## src/rtl/btn_event_pkg.sv

```systemverilog
`default_nettype none
// +----------------------------------------------------------------------+
// | btn_event_pkg : event codes shared by the button event controller    |
// | Rev 1.0                                                              |
// +----------------------------------------------------------------------+
package btn_event_pkg;

  localparam int EVT_CODE_W = 2;

  localparam logic [EVT_CODE_W-1:0] EVT_NONE    = 2'b00;
  localparam logic [EVT_CODE_W-1:0] EVT_PRESS   = 2'b01;
  localparam logic [EVT_CODE_W-1:0] EVT_RELEASE = 2'b10;
  localparam logic [EVT_CODE_W-1:0] EVT_LONG    = 2'b11;

endpackage
`default_nettype wire

```

## src/rtl/btn_event_ctrl_channel.sv

```systemverilog
`default_nettype none
// +----------------------------------------------------------------------+
// | btn_channel : one button's debouncer, event classifier, pending slot |
// | Optional LONG events via BTN_EVENT_LONG_PRESS_EN. Rev 1.0            |
// +----------------------------------------------------------------------+
module btn_channel
  import btn_event_pkg::*;
#(
  parameter int DEPTH      = 8,
  parameter int LONG_TICKS = 64
) (
  input  logic                  clk,
  input  logic                  reset,
  input  logic                  tick,
  input  logic                  button,
  input  logic                  grant,
  output logic                  pending,
  output logic [EVT_CODE_W-1:0] code,
  output logic                  db_state,
  output logic                  ovf
);

  logic [DEPTH-1:0]      history;
  logic                  all_ones;
  logic                  all_zeros;
  logic                  rise;
  logic                  fall;
  logic                  long_evt;
  logic                  new_evt;
  logic [EVT_CODE_W-1:0] new_code;

  assign all_ones  = &history;
  assign all_zeros = ~|history;
  assign rise      = !db_state && all_ones;
  assign fall      = db_state && all_zeros;

`ifdef BTN_EVENT_LONG_PRESS_EN
  localparam int HW = $clog2(LONG_TICKS + 1);
  localparam logic [HW-1:0] HOLD_MAX = HW'(LONG_TICKS);

  logic [HW-1:0] hold_cnt;

  always_ff @(posedge clk or posedge reset) begin
    if (reset) begin
      hold_cnt <= '0;
    end else if (rise) begin
      hold_cnt <= '0;
    end else if (db_state && tick && (hold_cnt != HOLD_MAX)) begin
      hold_cnt <= hold_cnt + 1'b1;
    end
  end

  // Fires only on the step into saturation, so once per press.
  assign long_evt = db_state && tick && (hold_cnt == HOLD_MAX - 1'b1);
`else
  // LONG_TICKS has no effect in this build; the comparison is constant false.
  assign long_evt = (LONG_TICKS < 0);
`endif

  assign new_evt  = rise || fall || long_evt;
  assign new_code = rise ? EVT_PRESS : (fall ? EVT_RELEASE : EVT_LONG);

  always_ff @(posedge clk or posedge reset) begin
    if (reset) begin
      history  <= '0;
      db_state <= 1'b0;
      pending  <= 1'b0;
      code     <= EVT_NONE;
      ovf      <= 1'b0;
    end else begin
      if (tick) begin
        history <= (history << 1) | DEPTH'(button);
      end
      if (all_ones) begin
        db_state <= 1'b1;
      end else if (all_zeros) begin
        db_state <= 1'b0;
      end
      // A grant in the same clock frees the slot for the new event.
      if (new_evt) begin
        if (pending && !grant) begin
          ovf <= 1'b1;
        end else begin
          pending <= 1'b1;
          code    <= new_code;
        end
      end else if (grant) begin
        pending <= 1'b0;
      end
    end
  end

endmodule
`default_nettype wire

```

## src/rtl/btn_event_ctrl.sv

```systemverilog
`default_nettype none
// +----------------------------------------------------------------------+
// | btn_event_ctrl : N-button debounce + PRESS/RELEASE/LONG event port   |
// | LONG events need BTN_EVENT_LONG_PRESS_EN. Rev 1.0                    |
// +----------------------------------------------------------------------+
module btn_event_ctrl
  import btn_event_pkg::*;
#(
  parameter int N          = 4,
  parameter int DIV        = 4,
  parameter int DEPTH      = 8,
  parameter int LONG_TICKS = 64,
  localparam int IW        = (N > 1) ? $clog2(N) : 1
) (
  input  logic                  clk,
  input  logic                  reset,
  input  logic [N-1:0]          buttons,
  output logic                  evt_valid,
  input  logic                  evt_ready,
  output logic [IW-1:0]         evt_id,
  output logic [EVT_CODE_W-1:0] evt_code,
  output logic [N-1:0]          db_state,
  output logic [N-1:0]          ovf
);

  localparam int PW = (DIV > 1) ? $clog2(DIV) : 1;
  localparam logic [PW-1:0] DIV_LAST = PW'(DIV - 1);
  localparam logic [IW-1:0] ID_LAST  = IW'(N - 1);

  logic [PW-1:0]         div_cnt;
  logic                  tick;
  logic [IW-1:0]         rr_ptr;
  logic [N-1:0]          pending;
  logic [N-1:0]          grant;
  logic [EVT_CODE_W-1:0] codes [N];
  logic                  load;
  logic                  found;
  logic [IW-1:0]         winner;

  assign tick = (div_cnt == DIV_LAST);

  always_ff @(posedge clk or posedge reset) begin
    if (reset) begin
      div_cnt <= '0;
    end else begin
      div_cnt <= tick ? '0 : div_cnt + 1'b1;
    end
  end

  generate
    for (genvar i = 0; i < N; i++) begin : g_ch
      btn_channel #(
        .DEPTH      (DEPTH),
        .LONG_TICKS (LONG_TICKS)
      ) u_ch (
        .clk      (clk),
        .reset    (reset),
        .tick     (tick),
        .button   (buttons[i]),
        .grant    (grant[i]),
        .pending  (pending[i]),
        .code     (codes[i]),
        .db_state (db_state[i]),
        .ovf      (ovf[i])
      );
    end
  endgenerate

  assign load = !evt_valid || evt_ready;

  // First pending channel at or after the pointer, wrapping modulo N.
  always_comb begin
    found  = 1'b0;
    winner = '0;
    grant  = '0;
    for (int k = 0; k < N; k++) begin
      logic [IW-1:0] idx;
      idx = IW'((int'(rr_ptr) + k) % N);
      if (!found && pending[idx]) begin
        found  = 1'b1;
        winner = idx;
      end
    end
    if (load && found) begin
      grant[winner] = 1'b1;
    end
  end

  always_ff @(posedge clk or posedge reset) begin
    if (reset) begin
      evt_valid <= 1'b0;
      evt_id    <= '0;
      evt_code  <= EVT_NONE;
      rr_ptr    <= '0;
    end else if (load) begin
      evt_valid <= found;
      if (found) begin
        evt_id   <= winner;
        evt_code <= codes[winner];
        rr_ptr   <= (winner == ID_LAST) ? '0 : winner + 1'b1;
      end
    end
  end

endmodule
`default_nettype wire

```

## config.mk

```make
export PLATFORM = sky130hd
export DESIGN_NAME = btn_event_ctrl
export DESIGN_NICKNAME = d
export VERILOG_FILES = /design/src/rtl/btn_event_pkg.sv /design/src/rtl/btn_event_ctrl_channel.sv /design/src/rtl/btn_event_ctrl.sv
export SDC_FILE = /design/constraint.sdc
export NUM_CORES = 1
export LEC_CHECK = 0
export CELL_PAD_IN_SITES_DETAIL_PLACEMENT = 1
export CELL_PAD_IN_SITES_GLOBAL_PLACEMENT = 2
export CORE_MARGIN = 4
export CORE_UTILIZATION = 31
export CTS_CLUSTER_DIAMETER = 80
export DETAILED_ROUTE_END_ITERATION = 10
export PLACE_DENSITY_LB_ADDON = 0.05
export SLEW_MARGIN = 20
export SYNTH_ARGS = -nofsm -noshare
export SYNTH_HDL_FRONTEND = slang
export SYNTH_SLANG_ARGS = --single-unit
export TNS_END_PERCENT = 5
```

## constraint.sdc

```tcl
create_clock -name clk -period 2.9 [get_ports clk]
set_clock_uncertainty 0.2 [all_clocks]
set_input_delay 0.435 -clock clk [delete_from_list [all_inputs] [get_ports clk]]
set_output_delay 0.435 -clock clk [all_outputs]
set_load 0.01 [all_outputs]
```

Yosys cells after proc, flatten, opt, wreduce, memory -nomap -nowiden:

Cells that the tools add are included.

* add/sub/neg operators: 5
* $mul: 0
* divide/modulo/power cells: 0
* $lt $le $gt $ge: 7
* eq/ne operators: 10
* shift-type cells: 0
* multiplexer cells: 52
* bitwise gates (word level): 9
* reduce and logical (&&, ||, !) cells: 63

Operators with widths (number)
* 2-to-1 mux 1 bit: 33
* bitwise OR 8 x 1 -> 8 bit: 4
* AND reduction 8 bit: 4
* OR reduction 8 bit: 4
* AND reduction 2 bit: 13
* 2-to-1 mux 2 bit: 12
* logical AND 1 bit: 17
* zero test 1 bit: 16
* less-than comparator 2 x 3 -> 1 bit, second input constant: 5
* binary-select mux 1 bit (select 2 bit): 4
* inequality test 2 x 1 -> 1 bit, second input constant: 4
* inequality test 2 bit, second input constant: 4
* nonzero test 2 bit: 4
* adder 2 x 1 -> 2 bit, second input constant: 3
* logical OR 1 bit: 5
* adder 2 bit, second input constant: 2
* binary-select mux 2 bit (select 2 bit): 1
* equality test 2 bit, second input constant: 2
* 2-to-1 mux 4 bit: 1
* inverter 1 bit: 4
* greater-or-equal comparator 3 bit, second input constant: 1
* inverter 2 -> 3 bit: 1
* demux 1 bit (select 2 bit): 1
* greater-or-equal comparator 2 x 1 -> 1 bit, second input constant: 1

* register bits after elaboration: 61
* bits in latches: 0
* memory bits (writable): 0
* memory bits (read-only): 0
* input port bits: 7
* logic and storage cells: 171
* memories kept: 0

Depth between registers and ports, before layout:

Gate-level depths: netlist of run 1.

* depth after elaboration: 21
* gate-level depth with buffers: 10
* mapped depth without buffers: 10

Hierarchy:

From an unflattened synthesis of run 1, not the netlist that was laid out.

* cell total of the unflattened synthesis: 227
* area total of the unflattened synthesis: 2890.3 um2

By module, submodules not included
* btn_channel: times used 4, cells an instance 41, area each 574.3 um2, sequential area each 325.3 um2
* btn_event_ctrl: times used 1, cells an instance 63, area each 593.1 um2, sequential area each 225.2 um2

Worst setup path after synthesis of run 1:

No wires, ideal clock.

* kind: register to register
* from: reg g_ch[3].u_ch.pending
* to: reg g_ch[1].u_ch.code[1]
* setup time: 0.119 ns
* arrival: 1.794 ns
* required time: 2.581 ns
* path slack: 0.787 ns
* cell stages (with the launch flop): 11
* path buffers: 0
* clock period less this slack: 2.113 ns
* path through: dfrtp_1 > nand2b_1 > a21boi_1 > nor3_4 > inv_4 > ha_1 > inv_1 > o21ai_0 > nand2_1 > a21oi_1 > nor2_1

* longest elaborated chain between the ends: 21

Ends and longest elaborated chain
* start: declaration: line btn_event_ctrl_channel.sv:17 `output logic pending,`
* start signal: assignment: line btn_event_ctrl_channel.sv:67 `pending <= 1'b0;`
* start signal: assignment: line btn_event_ctrl_channel.sv:84 `pending <= 1'b1;`
* start signal: assignment: line btn_event_ctrl_channel.sv:88 `pending <= 1'b0;`
* binary-select mux 1 bit (select 2 bit): line btn_event_ctrl.sv:79 `if (!found && pending[idx]) begin`
* 2-to-1 mux 1 bit (not written as such): line btn_event_ctrl.sv:79
* 2-to-1 mux 1 bit: line btn_event_ctrl.sv:79
* zero test 1 bit: line btn_event_ctrl.sv:79
* logical AND 1 bit: line btn_event_ctrl.sv:79
* 2-to-1 mux 1 bit: line btn_event_ctrl.sv:79
* zero test 1 bit: line btn_event_ctrl.sv:79
* logical AND 1 bit: line btn_event_ctrl.sv:79
* (+4 left out)
* net winner[1]: line btn_event_ctrl.sv:38 `logic [IW-1:0] winner;`
* (+1 left out)
* logical AND 1 bit (not written as such): line btn_event_ctrl.sv:85 `grant[winner] = 1'b1;`
* 2-to-1 mux 1 bit (not written as such): line btn_event_ctrl.sv:85
* demux 1 bit (select 2 bit) *: line btn_event_ctrl.sv:85
* 2-to-1 mux 4 bit *: line btn_event_ctrl.sv:84 `if (load && found) begin`
* zero test 1 bit *: line btn_event_ctrl_channel.sv:81 `if (pending && !grant) begin`
* logical AND 1 bit *: line btn_event_ctrl_channel.sv:81
* inverter 1 bit (no line) *
* AND reduction 2 bit (no line) *
* end signal: assignment: line btn_event_ctrl_channel.sv:85 `code <= new_code;`
* end: declaration: line btn_event_ctrl_channel.sv:18 `output logic [EVT_CODE_W-1:0] code,`

Mark *: on every way through the listed nets, which the timed path passes. The rest lies on a longest branch. The select of a mux whose other input is x is not followed.
A chain may end at the register's enable or synchronous reset.

Worst setup path after layout of run 1:

Same ends and word-level chain as after synthesis.

==> metrics.txt, run 1 <==
drt pass-1 iters=4; crit path DAT=2400 ps; Initial DRC Count=65; unrepaired setup endpoints after global routing=no; TritonCTS clock tree=done; post-layout net count=257; Filler cells=approximately 910; CP Class=reg -> reg; period utilisation layout=82.0%; Total GRT Usage=between 10% and 20%; vias in the first global route=1,922; I/O pin total=20; Yosys cell types=35; CTS root buffer=clkbuf_8; Post-DRT Antenna Nets=0; number of max-cap violations=0; Fin Setup TNS=0 ps; Post-Syn Nets=238; DRT Wirelength=approximately 5300 um; combined area of the multi-input logic cells=between 1000 and 1500 um2; Hold Buf Count CTS=0; Max Slew Vio Count=0; initial antenna violation count=0; CTS Buffer Depth=2; measured slew at the worst slew-check pin=603 ps; first-pass GRT wire length=9320 um; Startpoint Class=register; critical path peak fanout=6; post-synthesis sequential element count=61; post-CTS setup buffers=0; Final Hold Fails=0; PostCTS Resize Cnt=0; EDFF count, synth=0; largest net degree at the start of global routing=36; CTS Sinks=61; Util after Layout=37.7%; Leak=1.33 nW; asr flop ratio synth=100%; Diodes inserted=0; Post-Synthesis Cells=between 200 and 250; Pwr Density=662 nW/um2; detail-routed via count per cell=4.96; Core ar.=approximately 8300 um2; die width=101 um; dpl cells=339; Die Area=10,200 um2; cell area after synthesis=2690 um2; Crit. End Element=register; Synth Warn #=0; Crit path required time=2930 ps; largest area contributor in the netlist=dfrtp_1; via count=1,751; Inserted Clock Buffers=9; I/O Buffers=19; mean post-synth cell area=about 12 um2; share of post-route cells with drive strength above 1=22.6%; Final Instance Count excl. Fillers=approximately 350; worst hold path class=reg -> reg; DR WL/cell=approximately 15 um; DRC=0; routability cong.=0.761; status=finished clean; Die Ht=around 100 um; Tot Pwr=2.08 mW; clock transition at the registers of the reported paths=70 ps; area delta synth->final=16.9%; Slew HR=between 50% and 60%; main flop type after synthesis=dfrtp_1; Remaining Overflow, GRT=0; post-synth top area share=56.7%; Starting Density=between 30% and 40%; dpl hpwl=3930 um; Worst VDD drop=approximately 0.00021 V; Cell Rows=33; Finish-stage setup viols=0; worst-skew pair later-pin latency=330 ps; minimum clock period=approximately 2400 ps; sequential share of the synthesized area=56.7%; Max Fclk=420 MHz; sequential cell area=1530 um2; CTS H-tree lvls=3; synth top area cells=dfrtp_1 (57%), mux2_2 (13%), nand2_1 (3.6%)
==> metrics by stage <==
step	instance area [um2]	hold WS, ps	setup WS, ps
after floorplan	2690	203	752
after global placement	2960	214	671
after detailed placement	2960	228	486
after CTS	3150	238	494
after global routing	3150	252	361
final	3150	227	521
==> path summary, 6_finish.rpt <==
kind | start | depth (start not counted) | slack [ps] | endpoint
setup reg to reg | g_ch[3].u_ch.pending$_DFFE_PP0P_ | 10 | 520 | g_ch[1].u_ch.code[1]$_DFFE_PP0P_
max in group asynchronous | reset | 3 | 1600 | evt_code[0]$_DFFE_PP0N_
min in group asynchronous | reset | 2 | 300 | g_ch[0].u_ch.history[2]$_DFFE_PP0P_
hold / removal | div_cnt[0]$_DFF_PP0_ | 1 | 230 | div_cnt[0]$_DFF_PP0_
hold reg to reg | div_cnt[0]$_DFF_PP0_ | 1 | 230 | div_cnt[0]$_DFF_PP0_
setup / recovery | g_ch[3].u_ch.pending$_DFFE_PP0P_ | 10 | 520 | g_ch[1].u_ch.code[1]$_DFFE_PP0P_
==> cells in the mapped netlist (all sizes together) (4+ instances only) <==
| library cell | count |
|---|---|
| or4 | 8 |
| nand4 | 8 |
| inv | 7 |
| nor2 | 8 |
| o21ai | 13 |
| a21oi | 10 |
| ha | 5 |
| mux2i | 4 |
| dfrtp | 61 |
| nand2 | 26 |
| nor3 | 5 |
| o21bai | 4 |
| mux2 | 32 |
| buf | 11 |
==> area by class of cell <==
class                   count  area share [%]
clock buffers              10            4.37
clock inverters             4            1.59
inverters                   7           0.915
multi-input cells         145            33.5
flip-flops and latches     61            48.5
well taps                 105            4.17
repair buffers             21            6.92
==> cells in the final DEF, fill, tap and decap left out, types with 2 or more instances in the layout <==
| master | synthesis | routed |
|---|---|---|
| a21o_1 | 2 | 2 |
| a21oi_1 | 9 | 9 |
| and3_1 | 3 | 3 |
| clkbuf_8 | 0 | 10 |
| clkdlybuf4s50_1 | 0 | 19 |
| clkinvlp_4 | 0 | 2 |
| dfrtp_1 | 61 | 61 |
| ha_1 | 5 | 5 |
| inv_1 | 6 | 5 |
| mux2_2 | 32 | 32 |
| mux2i_1 | 4 | 4 |
| nand2_1 | 26 | 26 |
| nand2b_1 | 3 | 3 |
| nand4_1 | 8 | 8 |
| nor2_1 | 8 | 8 |
| nor3_1 | 4 | 4 |
| o21a_1 | 2 | 2 |
| o21ai_0 | 13 | 13 |
| o21bai_1 | 4 | 4 |
| or4_1 | 8 | 8 |
==> critical path: stages (launching register included) <==
cell	delay, ps
dfrtp_1	430
nand2b_1	160
a21boi_1	270
nor3_4	110
inv_4	100
ha_1	140
inv_1	30
o21ai_0	480
nand2_1	120
a21oi_1	180
nor2_1	50
==> power breakdown <==
part	total, mW	switching (mW)	internal (mW)
clock network	0.727	0.318	0.409
registers	0.984	0.0653	0.919
logic	0.372	0.207	0.165
total	2.08	0.590	1.49
==> routing by layer <==
metal | GRT usage (%) | wire [um] | part of all wire, % | vias to the layer above
li1 | - | - | - | 839
met1 | 14.9 | 2460 | 46 | 882
met2 | 18.9 | 2560 | 48 | 19
met3 | 2.62 | 166 | 3.1 | 11
met4 | 5.52 | 104 | 2.0 | 0
met5 | 0 | 0 | 0 | -
==> cell families after synthesis <==
kind of cell,share of synthesized area (%)
and+or+nand+nor,12.9
buffers and inverters,4.14
adders and majority gates,2.32
AOI/OAI and AO/OA,9.06
DFF,56.7
muxes,14.9
==> registers in the layout (all words and copies together) (netlist names), 4 cells and up <==
signal,flops
g_ch.u_ch.history,32
g_ch.u_ch.ovf,4
g_ch.u_ch.code,8
g_ch.u_ch.db_state,4
g_ch.u_ch.pending,4
No activity file was read; power rests on OpenSTA's default activity.
==> run 2: changes to the inputs <==
==> constraint.sdc (replaced) <==
create_clock -name clk -period 2.3 [get_ports clk]
set_clock_uncertainty 0.2 [all_clocks]
set_input_delay 0.345 -clock clk [delete_from_list [all_inputs] [get_ports clk]]
set_output_delay 0.345 -clock clk [all_outputs]
set_load 0.01 [all_outputs]
==> metrics.txt, run 2 (synthesis results as in run 1) <==
Post-DRT Antenna Nets=0 (unchanged); Pwr Density=875 nW/um2 (was 662 nW/um2); worst path bufs/invs=1 (was 2); dpl cells=340 (was 339); Finish-stage setup viols=0 (unchanged); period utilisation layout=91.2% (was 82.0%); CTS Sinks=61 (unchanged); Slowest Stage Delay on Critical Path=420 ps (was 480 ps); routability cong.=0.716 (was 0.761); share of post-route cells with drive strength above 1=25.3% (was 22.6%); Fin Setup TNS=0 ps (unchanged); Slowest cell on crit path=dfrtp_1 (was o21ai_0); I/O pin total=20 (unchanged); Cell Area, Placed=2970 um2 (was 2960 um2); dpl hpwl=3750 um (was 3930 um); CTS H-tree lvls=3 (unchanged); Max Slew Vio Count=0 (unchanged); Die Area=10,200 um2 (unchanged); unrepaired setup endpoints after global routing=no (unchanged); Hold Buf Count CTS=0 (unchanged); number of max-cap violations=0 (unchanged); Leak=1.36 nW (was 1.33 nW); CTS Buffer Depth=2 (unchanged); combined area of the multi-input logic cells=1060 um2 (was 1050 um2); worst-skew pair later-pin latency=340 ps (was 330 ps); via count=1,761 (was 1,751); I/O Buffers=19 (unchanged); Remaining Overflow, GRT=0 (unchanged); first-pass GRT wire length=9110 um (was 9320 um); Max Fclk=477 MHz (was 420 MHz); minimum clock period=2100 ps (was 2380 ps); critical path peak fanout=5 (was 6); Slew HR=68.6% (was 59.8%); Biggest register=g_ch.u_ch.history (unchanged); Startpoint Class=register (unchanged); vias in the first global route=1,860 (was 1,922); clock transition at the registers of the reported paths=70 ps (about the same); detail-routed via count per cell=4.92 (was 4.96); pre-CTS WS=30.5 ps (was 486 ps); most frequent cells in the layout=dfrtp_1 (59), mux2_2 (32), nand2_1 (26), clkdlybuf4s50_1 (19), o21ai_0 (12) (was dfrtp_1 (61), mux2_2 (32), nand2_1 (26), clkdlybuf4s50_1 (19), o21ai_0 (13)); largest net degree at the start of global routing=62 (was 36); top cell family by delay on the critical path=simple AND/OR/NAND/NOR gates (was compound AO/OA/AOI/OAI gates); leading cell type in the layout, fill and taps excluded=dfrtp_1 (unchanged); Util after Layout=38.5% (was 37.7%); sequential cell area=1530 um2 (about the same); Starting Density=32.3% (unchanged); TritonCTS clock tree=done (unchanged); Cell Rows=33 (unchanged); area delta synth->final=19.3% (was 16.9%); worst setup margin=203 ps (was 521 ps); Filler cells=897 (was 907); biggest regs=g_ch.u_ch.history x32, g_ch.u_ch.code x8 (unchanged); worst hold path class=in -> async (was reg -> reg); Tot Pwr=2.81 mW (was 2.08 mW); Crit path required time=2320 ps (was 2930 ps); Final Hold Fails=0 (unchanged); Core ar.=8340 um2 (unchanged); initial antenna violation count=0 (unchanged); DR WL/cell=14.6 um (was 15.0 um); DRC=0 (unchanged); WP depth=9 (was 10); Inserted Clock Buffers=9 (unchanged); Final Instance Count excl. Fillers=358 (was 353); crit path DAT=2120 ps (was 2400 ps); drt pass-1 iters=4 (unchanged); DRT Wirelength=5240 um (was 5290 um); CP Class=reg -> reg (unchanged); Crit. End Element=register (unchanged); Total GRT Usage=11.6% (was 11.7%); CTS root buffer=clkbuf_8 (unchanged); reg2reg path depth=9 (was 10); CP most frequent cell=nand2_1; measured slew at the worst slew-check pin=467 ps (was 603 ps); Initial DRC Count=45 (was 65); WHS=176 ps (was 227 ps); status=finished clean (unchanged); Diodes inserted=0 (unchanged); max reg flops=32 (unchanged); die width=101 um (unchanged); final instance area=3210 um2 (was 3150 um2); Worst VDD drop=0.000263 V (was 0.000210 V); Die Ht=101 um (unchanged); CP Cell Sequence=nor3b_2 > a21oi_1 > o21a_2 > inv_1 > ha_1 > nand2_1 > nand2_1 > and3_1 > o21a_1 (was nand2b_1 > a21boi_1 > nor3_4 > inv_4 > ha_1 > inv_1 > o21ai_0 > nand2_1 > a21oi_1 > nor2_1); post-layout net count=260 (was 257)
[run 2: cell count changes in the layout (fill, tap and decap cells not counted)]
cell,delta
clkinvlp_4,-1
o21ai_0,-1
dfrtp_2,+2
a21boi_1,-1
bufinv_16,+1
clkinv_2,+1
o21ai_1,+1
a21boi_2,+1
dfrtp_1,-2
clkinv_4,+1
buf_4,+3
[run 2: report_power, final]
| part | total [mW] | internal (mW) | switching, mW |
|---|---|---|---|
| Clock | 1.06 | 0.637 | 0.424 |
| Combinational | 0.500 | 0.229 | 0.271 |
| Sequential | 1.25 | 1.16 | 0.0867 |
[run 2: worst min-delay path: stages]
cell             delay [ps]
clkdlybuf4s50_1         410
inv_2                    70
buf_12                  280
[run 2: routing by layer]
metal  GRT usage, %  vias up  routed length, um
li1               -      849                  -
met1           15.0      883               2460
met2           18.0       19               2510
met3           3.65       10                188
met4           4.60        0                 86
met5              0        -                  0
[run 2: final cells by class]
| type | instances | share of cell area (%) |
|---|---|---|
| Clock buffer | 10 | 4.29 |
| Clock inverter | 6 | 2.69 |
| Inverter | 7 | 0.896 |
| Multi-Input combinational cell | 145 | 33.0 |
| Sequential cell | 61 | 47.6 |
| Tap cell | 105 | 4.09 |
| Timing Repair Buffer | 24 | 7.48 |
[run 2: worst paths after layout]
path | from | to | slack [ps]
max | g_ch[0].u_ch.pending$_DFFE_PP0P_ | g_ch[0].u_ch.code[1]$_DFFE_PP0P_ | 200
min | reset | g_ch[2].u_ch.db_state$_DFFE_PP0P_ | 180
max reg2reg | g_ch[0].u_ch.pending$_DFFE_PP0P_ | g_ch[0].u_ch.code[1]$_DFFE_PP0P_ | 200
min reg2reg | div_cnt[0]$_DFF_PP0_ | div_cnt[0]$_DFF_PP0_ | 230
max in group asynchronous | reset | rr_ptr[1]$_DFFE_PP0N_ | 1420
min in group clk | div_cnt[0]$_DFF_PP0_ | div_cnt[0]$_DFF_PP0_ | 230
[run 2: what timing repair did]
action                                 4_1_cts  5_1_grt
setup endpoints to repair                    0        3
resized for setup                            0        4
setup buffers                                0        2
endpoints found under the hold margin        0        0
==> run 3: changes to the inputs <==
--- a/config.mk
+++ b/config.mk
@@ -7,10 +7,11 @@
 export LEC_CHECK = 0
 export CELL_PAD_IN_SITES_DETAIL_PLACEMENT = 1
 export CELL_PAD_IN_SITES_GLOBAL_PLACEMENT = 2
-export CORE_MARGIN = 4
+export CORE_MARGIN = 3
 export CORE_UTILIZATION = 31
 export CTS_CLUSTER_DIAMETER = 80
 export DETAILED_ROUTE_END_ITERATION = 10
+export GPL_TIMING_DRIVEN = 0
 export PLACE_DENSITY_LB_ADDON = 0.05
 export SLEW_MARGIN = 20
 export SYNTH_ARGS = -nofsm -noshare
==> metrics.txt, run 3 (synthesis results as in run 1) <==
status=finished clean (unchanged); Max Fclk=459 MHz (was 477 MHz); area delta synth->final=20.4% (was 19.3%); detail-routed via count per cell=4.87 (was 4.92); CTS H-tree lvls=3 (unchanged); most frequent cells in the layout=dfrtp_1 (61), mux2_2 (32), nand2_1 (26), clkdlybuf4s50_1 (19), o21ai_0 (12) (was dfrtp_1 (59), mux2_2 (32), nand2_1 (26), clkdlybuf4s50_1 (19), o21ai_0 (12)); Slew HR=72.7% (was 68.6%); die width=99.2 um (was 101 um); initial antenna violation count=0 (unchanged); DRC=0 (unchanged); Crit path required time=2320 ps (about the same); Cell Area, Placed=3040 um2 (was 2970 um2); Starting Density=32.3% (unchanged); DR WL/cell=14.5 um (was 14.6 um); TritonCTS clock tree=done (unchanged); first-pass GRT wire length=9420 um (was 9110 um); measured slew at the worst slew-check pin=405 ps (was 467 ps); Leak=1.39 nW (was 1.36 nW); Die Ht=99.2 um (was 101 um); Reg2Reg Setup Slack=120 ps (was 200 ps); minimum clock period=2180 ps (was 2100 ps); Worst VDD drop=0.000284 V (was 0.000263 V); I/O Buffers=19 (unchanged); unrepaired setup endpoints after global routing=yes (was no); Max Slew Vio Count=0 (unchanged); Post-DRT Antenna Nets=0 (unchanged); Startpoint Class=register (unchanged); Die Area=9840 um2 (was 10,200 um2); drt pass-1 iters=4 (unchanged); Remaining Overflow, GRT=0 (unchanged); Util after Layout=38.9% (was 38.5%); vias in the first global route=1,903 (was 1,860); Initial DRC Count=51 (was 45); CTS Sinks=61 (unchanged); FF-to-FF End=g_ch[0].u_ch.code[1]$_DFFE_PP0P_ (unchanged); Critical Path Start=rr_ptr[1]$_DFFE_PP0N_ (was g_ch[0].u_ch.pending$_DFFE_PP0P_); Total GRT Usage=12.3% (was 11.6%); worst r2r src=rr_ptr[1]$_DFFE_PP0N_ (was g_ch[0].u_ch.pending$_DFFE_PP0P_); worst-skew pair later-pin latency=330 ps (was 340 ps); Cell Rows=33 (unchanged); crit path DAT=2200 ps (was 2120 ps); dpl hpwl=3800 um (was 3750 um); Final Hold Fails=0 (unchanged); Core ar.=8340 um2 (unchanged); Biggest register=g_ch.u_ch.history (unchanged); Crit. End Element=register (unchanged); CTS root buffer=clkbuf_8 (unchanged); final instance area=3240 um2 (was 3210 um2); Fin Setup TNS=0 ps (unchanged); WHS=56.4 ps (was 176 ps); Inserted Clock Buffers=9 (unchanged); leading cell type in the layout, fill and taps excluded=dfrtp_1 (unchanged); worst setup margin=121 ps (was 203 ps); I/O pin total=20 (unchanged); critical path peak fanout=6 (was 5); post-layout net count=269 (was 260); Finish-stage setup viols=0 (unchanged); CP Class=reg -> reg (unchanged); largest net degree at the start of global routing=54 (was 62); routability cong.=0.699 (was 0.716); reg2reg path depth=9 (unchanged); CTS Buffer Depth=2 (unchanged); worst hold path class=in -> async (unchanged); DRT Wirelength=5320 um (was 5240 um); pre-CTS WS=-157 ps (was 30.5 ps); Tot Pwr=2.67 mW (was 2.81 mW); Pwr Density=824 nW/um2 (was 875 nW/um2); biggest regs=g_ch.u_ch.history x32, g_ch.u_ch.code x8 (unchanged); number of max-cap violations=0 (unchanged); via count=1,786 (was 1,761); Hold Buf Count CTS=0 (unchanged); period utilisation layout=94.7% (was 91.2%); max reg flops=32 (unchanged); Filler cells=925 (was 897); dpl cells=351 (was 340); Diodes inserted=0 (unchanged); share of post-route cells with drive strength above 1=25.6% (was 25.3%); Final Instance Count excl. Fillers=367 (was 358); clock transition at the registers of the reported paths=70 ps (about the same)
run 3: changes by cell type in the layout (fill, tap and decap cells not counted), moves of 2 or more:
cell,change
dfrtp_1,+2
clkbuf_1,+4
buf_2,+3
buf_4,+4
dfrtp_2,-2
run 3: where the power goes:
part | total [mW] | internal [mW] | switching [mW]
registers | 1.25 | 1.16 | 0.0887
logic | 0.480 | 0.219 | 0.261
clock network | 0.943 | 0.527 | 0.415
run 3: final cells by class:
| class | instances | area, um2 | area share [%] |
|---|---|---|---|
| inverter | 7 | 31.3 | 0.965 |
| timing repair buffer | 20 | 218 | 6.72 |
| sequential | 61 | 1530 | 47.1 |
| clock buffer | 12 | 145 | 4.48 |
| multi-input combinational | 145 | 1060 | 32.7 |
| buffer | 13 | 82.6 | 2.55 |
| clock inverter | 4 | 47.5 | 1.47 |
| tap | 105 | 131 | 4.05 |
run 3: repair_timing:
item                                    in CTS  in global routing
pin swaps                                    0                  0
gates cloned                                 0                  0
gates resized for setup                      1                  1
setup buffers                                0                  0
endpoints found under the setup margin       4                  2
run 3: per-layer routing:
layer,global-route usage [%],share of wire (%)
met5,0,0
met4,3.15,1.1
met3,4.84,4.0
met2,18.8,46
met1,16.3,49
run 3: how the worst max path moves through the flow:
stage	end	depth (start not counted)	slack, ps
floorplan	g_ch[1].u_ch.code[1]$_DFFE_PP0P_	10	190
global placement	g_ch[3].u_ch.ovf$_DFFE_PP0P_	2	-1070
detailed placement	g_ch[1].u_ch.code[1]$_DFFE_PP0P_	10	-160
CTS	g_ch[1].u_ch.code[1]$_DFFE_PP0P_	10	3
global route	g_ch[1].u_ch.code[1]$_DFFE_PP0P_	10	-10
finish	g_ch[0].u_ch.code[1]$_DFFE_PP0P_	9	120
run 3: worst max-delay path, stage by stage (launching register included):
cell and delay, ps:
dfrtp_1 460, nand3_1 140, a21oi_2 90, nor3_4 370, inv_4 100, ha_1 200, nand2_1 60, nand2_1 100
and3_1 200, o21a_1 160
